`config.mk`:
```
export PLATFORM = sky130hd
export DESIGN_NAME = bcd_seg7_scan_flat
export DESIGN_NICKNAME = d
export VERILOG_FILES = /design/src/rtl/seg7_pkg.sv /design/src/rtl/bcd_seg7_scan_if.sv /design/src/rtl/bcd_to_seg7.sv /design/src/rtl/bcd_seg7_scan.sv /design/src/flat_wrapper.sv
export SDC_FILE = /design/constraint.sdc
export NUM_CORES = 1
export LEC_CHECK = 0
export CAP_MARGIN = 20
export CORE_MARGIN = 3
export CORE_UTILIZATION = 54
export CTS_BUF_LIST = sky130_fd_sc_hd__clkbuf_4 sky130_fd_sc_hd__clkbuf_8
export CTS_CLUSTER_SIZE = 30
export DETAILED_ROUTE_END_ITERATION = 10
export DONT_BUFFER_PORTS = 1
export GPL_TIMING_DRIVEN = 0
export PLACE_DENSITY = 0.72
export SETUP_SLACK_MARGIN = 0.2
export SLEW_MARGIN = 10
export SYNTH_ARGS = -nofsm -noshare
export SYNTH_HDL_FRONTEND = slang
export SYNTH_SLANG_ARGS = --single-unit
export TNS_END_PERCENT = 1
```
`constraint.sdc`:
```
create_clock -name clk -period 2.3 [get_ports clk]
set_clock_uncertainty 0.1 [all_clocks]
set_input_delay 0.345 -clock clk [delete_from_list [all_inputs] [get_ports clk]]
set_output_delay 0.345 -clock clk [all_outputs]
set_load 0.03 [all_outputs]
```
`src/rtl/seg7_pkg.sv`:
```
// rtl/seg7_pkg.sv - shared scan states and active-high segment patterns
// Purpose: state encoding for the two-digit scanner and the segment
//          constants {g,f,e,d,c,b,a} used by the decoder and the scanner.
package seg7_pkg;

  typedef enum logic [1:0] {
    S_ONES = 2'd0,
    S_GAP1 = 2'd1,
    S_TENS = 2'd2,
    S_GAP0 = 2'd3
  } state_e;

  localparam logic [6:0] SEG_0    = 7'h3F;
  localparam logic [6:0] SEG_1    = 7'h06;
  localparam logic [6:0] SEG_2    = 7'h5B;
  localparam logic [6:0] SEG_3    = 7'h4F;
  localparam logic [6:0] SEG_4    = 7'h66;
  localparam logic [6:0] SEG_5    = 7'h6D;
  localparam logic [6:0] SEG_6    = 7'h7D;
  localparam logic [6:0] SEG_7    = 7'h07;
  localparam logic [6:0] SEG_8    = 7'h7F;
  localparam logic [6:0] SEG_9    = 7'h6F;
  localparam logic [6:0] SEG_DASH = 7'h40;
  localparam logic [6:0] SEG_OFF  = 7'h00;

endpackage

```
`src/rtl/bcd_seg7_scan_if.sv`:
```
// rtl/bcd_seg7_scan_if.sv - digit input and display output bundle
// Purpose: groups the digit capture inputs and the multiplexed display
//          outputs of bcd_seg7_scan.
//   load, tens, ones, blank_lz : driven by the digit source (master)
//   seg, an, frame_done        : driven by the scanner (slave)
interface bcd_seg7_scan_if;
  import seg7_pkg::*;

  logic       load;
  logic [3:0] tens;
  logic [3:0] ones;
  logic       blank_lz;
  logic [6:0] seg;
  logic [1:0] an;
  logic       frame_done;

  modport master (
    output load, tens, ones, blank_lz,
    input  seg, an, frame_done
  );

  modport slave (
    input  load, tens, ones, blank_lz,
    output seg, an, frame_done
  );

endinterface

```
`src/rtl/bcd_to_seg7.sv`:
```
// rtl/bcd_to_seg7.sv - BCD digit to active-high seven-segment pattern
// Purpose: combinational decode; codes 10-15 show a dash.
//   digit : 4-bit BCD input
//   seg   : {g,f,e,d,c,b,a}, 1 = segment lit
module bcd_to_seg7
  import seg7_pkg::*;
(
  input  logic [3:0] digit,
  output logic [6:0] seg
);

  always_comb begin
    seg = SEG_DASH;
    case (digit)
      4'd0:    seg = SEG_0;
      4'd1:    seg = SEG_1;
      4'd2:    seg = SEG_2;
      4'd3:    seg = SEG_3;
      4'd4:    seg = SEG_4;
      4'd5:    seg = SEG_5;
      4'd6:    seg = SEG_6;
      4'd7:    seg = SEG_7;
      4'd8:    seg = SEG_8;
      4'd9:    seg = SEG_9;
      default: seg = SEG_DASH;
    endcase
  end

endmodule

```
`src/rtl/bcd_seg7_scan.sv`:
```
// rtl/bcd_seg7_scan.sv - two-digit seven-segment scanner with blanking gaps
// Purpose: latches a tens/ones pair, scans ones then tens onto a shared
//          segment bus with blanked gaps between slots.
//   clk, rst_n : clock, asynchronous active-low reset
//   bus        : load/tens/ones/blank_lz in, seg/an/frame_done out
module bcd_seg7_scan
  import seg7_pkg::*;
#(
  parameter int REFRESH_DIV    = 50000,
  parameter int GAP_CYCLES     = 500,
  parameter int SEG_ACTIVE_LOW = 1,
  parameter int AN_ACTIVE_LOW  = 1
) (
  input  logic          clk,
  input  logic          rst_n,
  bcd_seg7_scan_if.slave bus
);

  localparam int CNT_MAX = (REFRESH_DIV > GAP_CYCLES) ? REFRESH_DIV : GAP_CYCLES;
  localparam int CW      = $clog2(CNT_MAX + 1);
  localparam logic [CW-1:0] SLOT_RLD = CW'(REFRESH_DIV - 1);
  localparam logic [CW-1:0] GAP_RLD  = CW'((GAP_CYCLES > 0) ? GAP_CYCLES - 1 : 0);
  // The first cycle after reset is already part of the ones slot.
  localparam logic [CW-1:0] BOOT_RLD = CW'(REFRESH_DIV - 2);

  localparam logic [6:0] SEG_IDLE = (SEG_ACTIVE_LOW != 0) ? 7'h7F : 7'h00;
  localparam logic [1:0] AN_IDLE  = (AN_ACTIVE_LOW  != 0) ? 2'b11 : 2'b00;

  state_e        state_q, state_d;
  logic [CW-1:0] cnt_q, cnt_d;
  logic          boot_q, boot_d;
  logic [3:0]    sh_tens_q, sh_tens_d, sh_ones_q, sh_ones_d;
  logic [3:0]    act_tens_q, act_tens_d, act_ones_q, act_ones_d;
  logic [6:0]    seg_q, seg_d;
  logic [1:0]    an_q, an_d;
  logic          fd_q, fd_d;

  logic          enter_ones;
  logic [3:0]    digit;
  logic [6:0]    pat;
  logic [6:0]    seg_hi;
  logic [1:0]    an_hi;

  always_comb begin
    state_d    = state_q;
    cnt_d      = cnt_q - CW'(1);
    boot_d     = 1'b0;
    enter_ones = 1'b0;
    fd_d       = 1'b0;
    if (boot_q) begin
      cnt_d      = BOOT_RLD;
      enter_ones = 1'b1;
    end else if (cnt_q == '0) begin
      case (state_q)
        S_ONES: begin
          if (GAP_CYCLES == 0) begin
            state_d = S_TENS;
            cnt_d   = SLOT_RLD;
          end else begin
            state_d = S_GAP1;
            cnt_d   = GAP_RLD;
          end
        end
        S_GAP1: begin
          state_d = S_TENS;
          cnt_d   = SLOT_RLD;
        end
        S_TENS: begin
          if (GAP_CYCLES == 0) begin
            state_d    = S_ONES;
            cnt_d      = SLOT_RLD;
            enter_ones = 1'b1;
            fd_d       = 1'b1;
          end else begin
            state_d = S_GAP0;
            cnt_d   = GAP_RLD;
          end
        end
        default: begin
          state_d    = S_ONES;
          cnt_d      = SLOT_RLD;
          enter_ones = 1'b1;
          fd_d       = 1'b1;
        end
      endcase
    end
  end

  // Shadow keeps the latest load; the active pair only changes at a frame
  // boundary so both digits always come from one load. A load on the
  // boundary edge bypasses the shadow.
  always_comb begin
    sh_tens_d  = bus.load ? bus.tens : sh_tens_q;
    sh_ones_d  = bus.load ? bus.ones : sh_ones_q;
    act_tens_d = act_tens_q;
    act_ones_d = act_ones_q;
    if (enter_ones) begin
      act_tens_d = sh_tens_d;
      act_ones_d = sh_ones_d;
    end
  end

  assign digit = (state_q == S_TENS) ? act_tens_q : act_ones_q;

  bcd_to_seg7 u_dec (
    .digit (digit),
    .seg   (pat)
  );

  always_comb begin
    seg_hi = SEG_OFF;
    an_hi  = 2'b00;
    case (state_q)
      S_ONES: begin
        seg_hi = pat;
        an_hi  = 2'b01;
      end
      S_TENS: begin
        if (!(bus.blank_lz && (act_tens_q == 4'd0))) begin
          seg_hi = pat;
          an_hi  = 2'b10;
        end
      end
      default: begin
        seg_hi = SEG_OFF;
        an_hi  = 2'b00;
      end
    endcase
    seg_d = (SEG_ACTIVE_LOW != 0) ? ~seg_hi : seg_hi;
    an_d  = (AN_ACTIVE_LOW  != 0) ? ~an_hi  : an_hi;
  end

  always_ff @(posedge clk or negedge rst_n) begin
    if (!rst_n) begin
      state_q    <= S_ONES;
      cnt_q      <= '0;
      boot_q     <= 1'b1;
      sh_tens_q  <= 4'd0;
      sh_ones_q  <= 4'd0;
      act_tens_q <= 4'd0;
      act_ones_q <= 4'd0;
      seg_q      <= SEG_IDLE;
      an_q       <= AN_IDLE;
      fd_q       <= 1'b0;
    end else begin
      state_q    <= state_d;
      cnt_q      <= cnt_d;
      boot_q     <= boot_d;
      sh_tens_q  <= sh_tens_d;
      sh_ones_q  <= sh_ones_d;
      act_tens_q <= act_tens_d;
      act_ones_q <= act_ones_d;
      seg_q      <= seg_d;
      an_q       <= an_d;
      fd_q       <= fd_d;
    end
  end

  assign bus.seg        = seg_q;
  assign bus.an         = an_q;
  assign bus.frame_done = fd_q;

endmodule

```
`src/flat_wrapper.sv`:
```
// flat-port wrapper written by rule: the top's interface ports become plain ports
module bcd_seg7_scan_flat import seg7_pkg::*;
#(
  parameter int REFRESH_DIV    = 50000,
  parameter int GAP_CYCLES     = 500,
  parameter int SEG_ACTIVE_LOW = 1,
  parameter int AN_ACTIVE_LOW  = 1
)
  (clk, rst_n, bus_load, bus_tens, bus_ones, bus_blank_lz, bus_seg, bus_an, bus_frame_done);
  bcd_seg7_scan_if bus_i ();
  input  logic clk;
  input  logic rst_n;
  input wire logic [$bits(bus_i.load)-1:0] bus_load;
  input wire logic [$bits(bus_i.tens)-1:0] bus_tens;
  input wire logic [$bits(bus_i.ones)-1:0] bus_ones;
  input wire logic [$bits(bus_i.blank_lz)-1:0] bus_blank_lz;
  output wire logic [$bits(bus_i.seg)-1:0] bus_seg;
  output wire logic [$bits(bus_i.an)-1:0] bus_an;
  output wire logic [$bits(bus_i.frame_done)-1:0] bus_frame_done;
  assign bus_i.load = bus_load;
  assign bus_i.tens = bus_tens;
  assign bus_i.ones = bus_ones;
  assign bus_i.blank_lz = bus_blank_lz;
  assign bus_seg = bus_i.seg;
  assign bus_an = bus_i.an;
  assign bus_frame_done = bus_i.frame_done;
  bcd_seg7_scan #(.REFRESH_DIV(REFRESH_DIV), .GAP_CYCLES(GAP_CYCLES), .SEG_ACTIVE_LOW(SEG_ACTIVE_LOW), .AN_ACTIVE_LOW(AN_ACTIVE_LOW)) u_core (.clk(clk), .rst_n(rst_n), .bus(bus_i));
endmodule
```
==> summary.md <==
| Metric | Value |
|---|---|
| Run status | complete, no violations |
| Crit path cell chain | or4_4 > nor4_4 > buf_4 > a21oi_4 > mux2_2 |
| Antenna violations before repair | 0 |
| Die W | 70.1 um |
| Syn Inst Count | 190 |
| First-pass DRT Iterations | 4 |
| Slowest cell on the critical path | or4_4 |
| Hold slack | 98.2 ps |
| Worst Setup Slack post-DPL | -126 ps |
| CTS tree | built |
| Die area | 0.00491 mm^2 |
| PD cells | 649 mW/mm^2 |
| Port Buffers | 0 |
| Avg Vias per Cell | 5.68 |
| Hpwl dp | 2720 um |
| CP startpoint kind | flip-flop |
| Yosys Warn Count | 0 |
| Crit. Startpoint | u_core.cnt_q[11] |
| Maxcap violations | 0 |
| Setup violators final | 0 |
| CTS Sinks | 45 |
| Reg2reg start | u_core.cnt_q[11] |
| Post-synth EDFFs | 0 |
| Core area | 0.00380 mm^2 |
| Grt total ovfl | 0 |
| Total GRT Usage | 0.188 |
| H-tree Lvls | 2 |
| Inserted Diodes | 0 |
| DR WL/cell | 16.2 um |
| Most area-hungry cell type in the Yosys netlist | dfrtp_1 |
| P&R area growth vs syn | 18.3% |
| Row count | 22 |
| I/O pins | 22 |
| Mapped Nets | 213 |
| Final hold viol count | 0 |
| RSZ-0062 raised after global routing | true |
| Skew-Pair Late Insertion Delay | 310 ps |
| Drc violations | 0 |
| Worst setup path class | flip-flop to flip-flop |
| Hold Startpoint | bus_ones[3] |
| Total wire length | 4250 um |
| Worst path bufs/invs | 1 |
| Hold/Removal Path Class | input port to flip-flop |
| Sequential fraction of the synthesis area | 0.514 |
| CP Max Fanout | 8 |
| Final net count | 236 |
| Leakage | 1.10 nW |
| Routability cong. | 0.849 |
| Final period util | 0.922 |
| Distinct cells, synth | 38 |
| Share of cells above drive strength 1 | 0.374 |
| Clock tree buffer depth | 2 |
| Layout Utilization | 0.691 |
| WP data arrival | 2210 ps |
| Area contributors post-synth | dfrtp_1 40%, dfstp_2 12%, mux2_2 8.6% |
| Seq cells post-synth | 45 |
| First-pass GRT wire length | 7380 um |
| Slew at the pin closest to its max-slew limit | 690 ps |
| Initial DRC Count | 125 |
| Routed Antenna Nets | 0 |
| Syn Std Cell Area | 0.00222 mm^2 |
| Via Count | 1,487 |
| FMAX | 471 MHz |
| Synth top area share | 0.395 |
| Initial Util | 0.584 |
| Worst Slack Setup Final | 179 ps |
| Slew Limit Fails | 0 |
| CP endpoint kind | flip-flop |
| Clock slew at reported path FFs | 90 ps |
| VDD IR max | 0.503 mV |
| Max-slew headroom | 0.534 |
| Crit-path leading delay family | simple AND/OR/NAND/NOR gates |
| Primary FF master, synth | dfrtp_1 |
| Die H | 70.1 um |
| CTS Buf Count | 5 |
| Largest net degree at the start of global routing | 46 |
| Fraction of registers with async set/reset | 1.00 |
| Sum Neg Setup Slack | 0 ps |
| Worst path max stage delay | 610 ps |
| Vias in the first global route | 1,538 |
| Avg Cell Area, Syn | 11.7 um^2 |
| Req. time, crit path | 2390 ps |
| CTS Root Cell | clkbuf_8 |
| Period minus WS final | 2120 ps |
area by class of cell:
class,count,area (um^2)
sequential,45,1140
tap,48,60.1
fill,272,1170
clock inverter,3,28.8
timing repair buffer,16,146
multi-input combinational,128,1090
buffer,8,56.3
inverter,9,33.8
clock buffer,5,68.8
registers in the layout, indices dropped and copies added (netlist names):
name / flops
u_core.cnt_q: 16
u_core.act_ones_q: 4
u_core.bus.seg: 7
u_core.bus.an: 2
u_core.sh_tens_q: 4
u_core.boot_q: 1
u_core.act_tens_q: 4
u_core.bus.frame_done: 1
u_core.state_q: 2
u_core.sh_ones_q: 4
power breakdown:
group	switching [mW]	internal [mW]
Sequential	0.0788	0.870
Clock	0.299	0.229
Combinational	0.117	0.109
synth_stat cells (all sizes together) (4+ instances only):
cell    instances
a21o            5
dfrtp          35
mux2           17
inv             9
nand2          10
or4             8
ha             11
xnor2           5
a21oi           6
nand3           8
nor3            6
nor4            4
dfstp          10
mux2i           7
xor2            4
o21ai          10
nor2            7
clkbuf          5
what timing repair did:
item                                    in CTS  in global routing
pin swaps                                    2                  4
hold buffers                                 2                  0
gates resized for setup                     13                 19
endpoints found under the setup margin      30                 32
buffers inserted                             8                  6
hold endpoints to repair                    45                  0
kinds of logic after synthesis:
group / after synthesis / synth area share
adder cells (fa/ha/maj): 11 / 0.0621
other: 1 / 0.00169
AO/OA/AOI/OAI: 31 / 0.0909
multiplexers: 24 / 0.118
XOR/XNOR: 9 / 0.0356
AND/OR/NAND/NOR: 52 / 0.147
flip-flops: 45 / 0.514
buffers and inverters: 17 / 0.0316
cells in the final DEF (no fill, tap or decap), drive strengths merged, types with 8 or more instances in the layout:
cell,Yosys,final
dfstp,10,10
mux2,17,17
inv,9,12
or4,8,8
buf,3,20
o21ai,10,10
ha,11,11
nand3,8,8
dfrtp,35,35
nand2,10,10
clkbuf,5,8
per-stage QoR:
| stage | power [mW] | instance area [um^2] | instances |
|---|---|---|---|
| global placement | 1.12 | 2280 | 238 |
| global route | 1.80 | 2620 | 262 |
| CTS | 1.71 | 2530 | 256 |
| detailed placement | 1.13 | 2280 | 238 |
| floorplan | 1.09 | 2220 | 190 |
| finish | 1.70 | 2620 | 262 |
path summary, 6_finish.rpt:
check	to	slack, ps	cells past startpoint
setup reg to reg	u_core.act_ones_q[3]	180	5
setup / recovery	u_core.act_ones_q[3]	180	5
max in group asynchronous	u_core.boot_q	1400	2
hold reg to reg	u_core.sh_tens_q[1]	400	1
hold / removal	u_core.sh_ones_q[3]	100	1
min in group asynchronous	u_core.sh_ones_q[2]	440	2
metal layers:
layer  up-vias  wire length, um  track usage  part of all wire
met5         -                0            0                 0
met4         0               60       0.0681             0.014
met3         6              126       0.0504             0.030
met2        26             2040        0.288              0.48
met1       728             2020        0.258              0.48
li1        727                -            -                 -
Power figures use the tool's default switching activity.
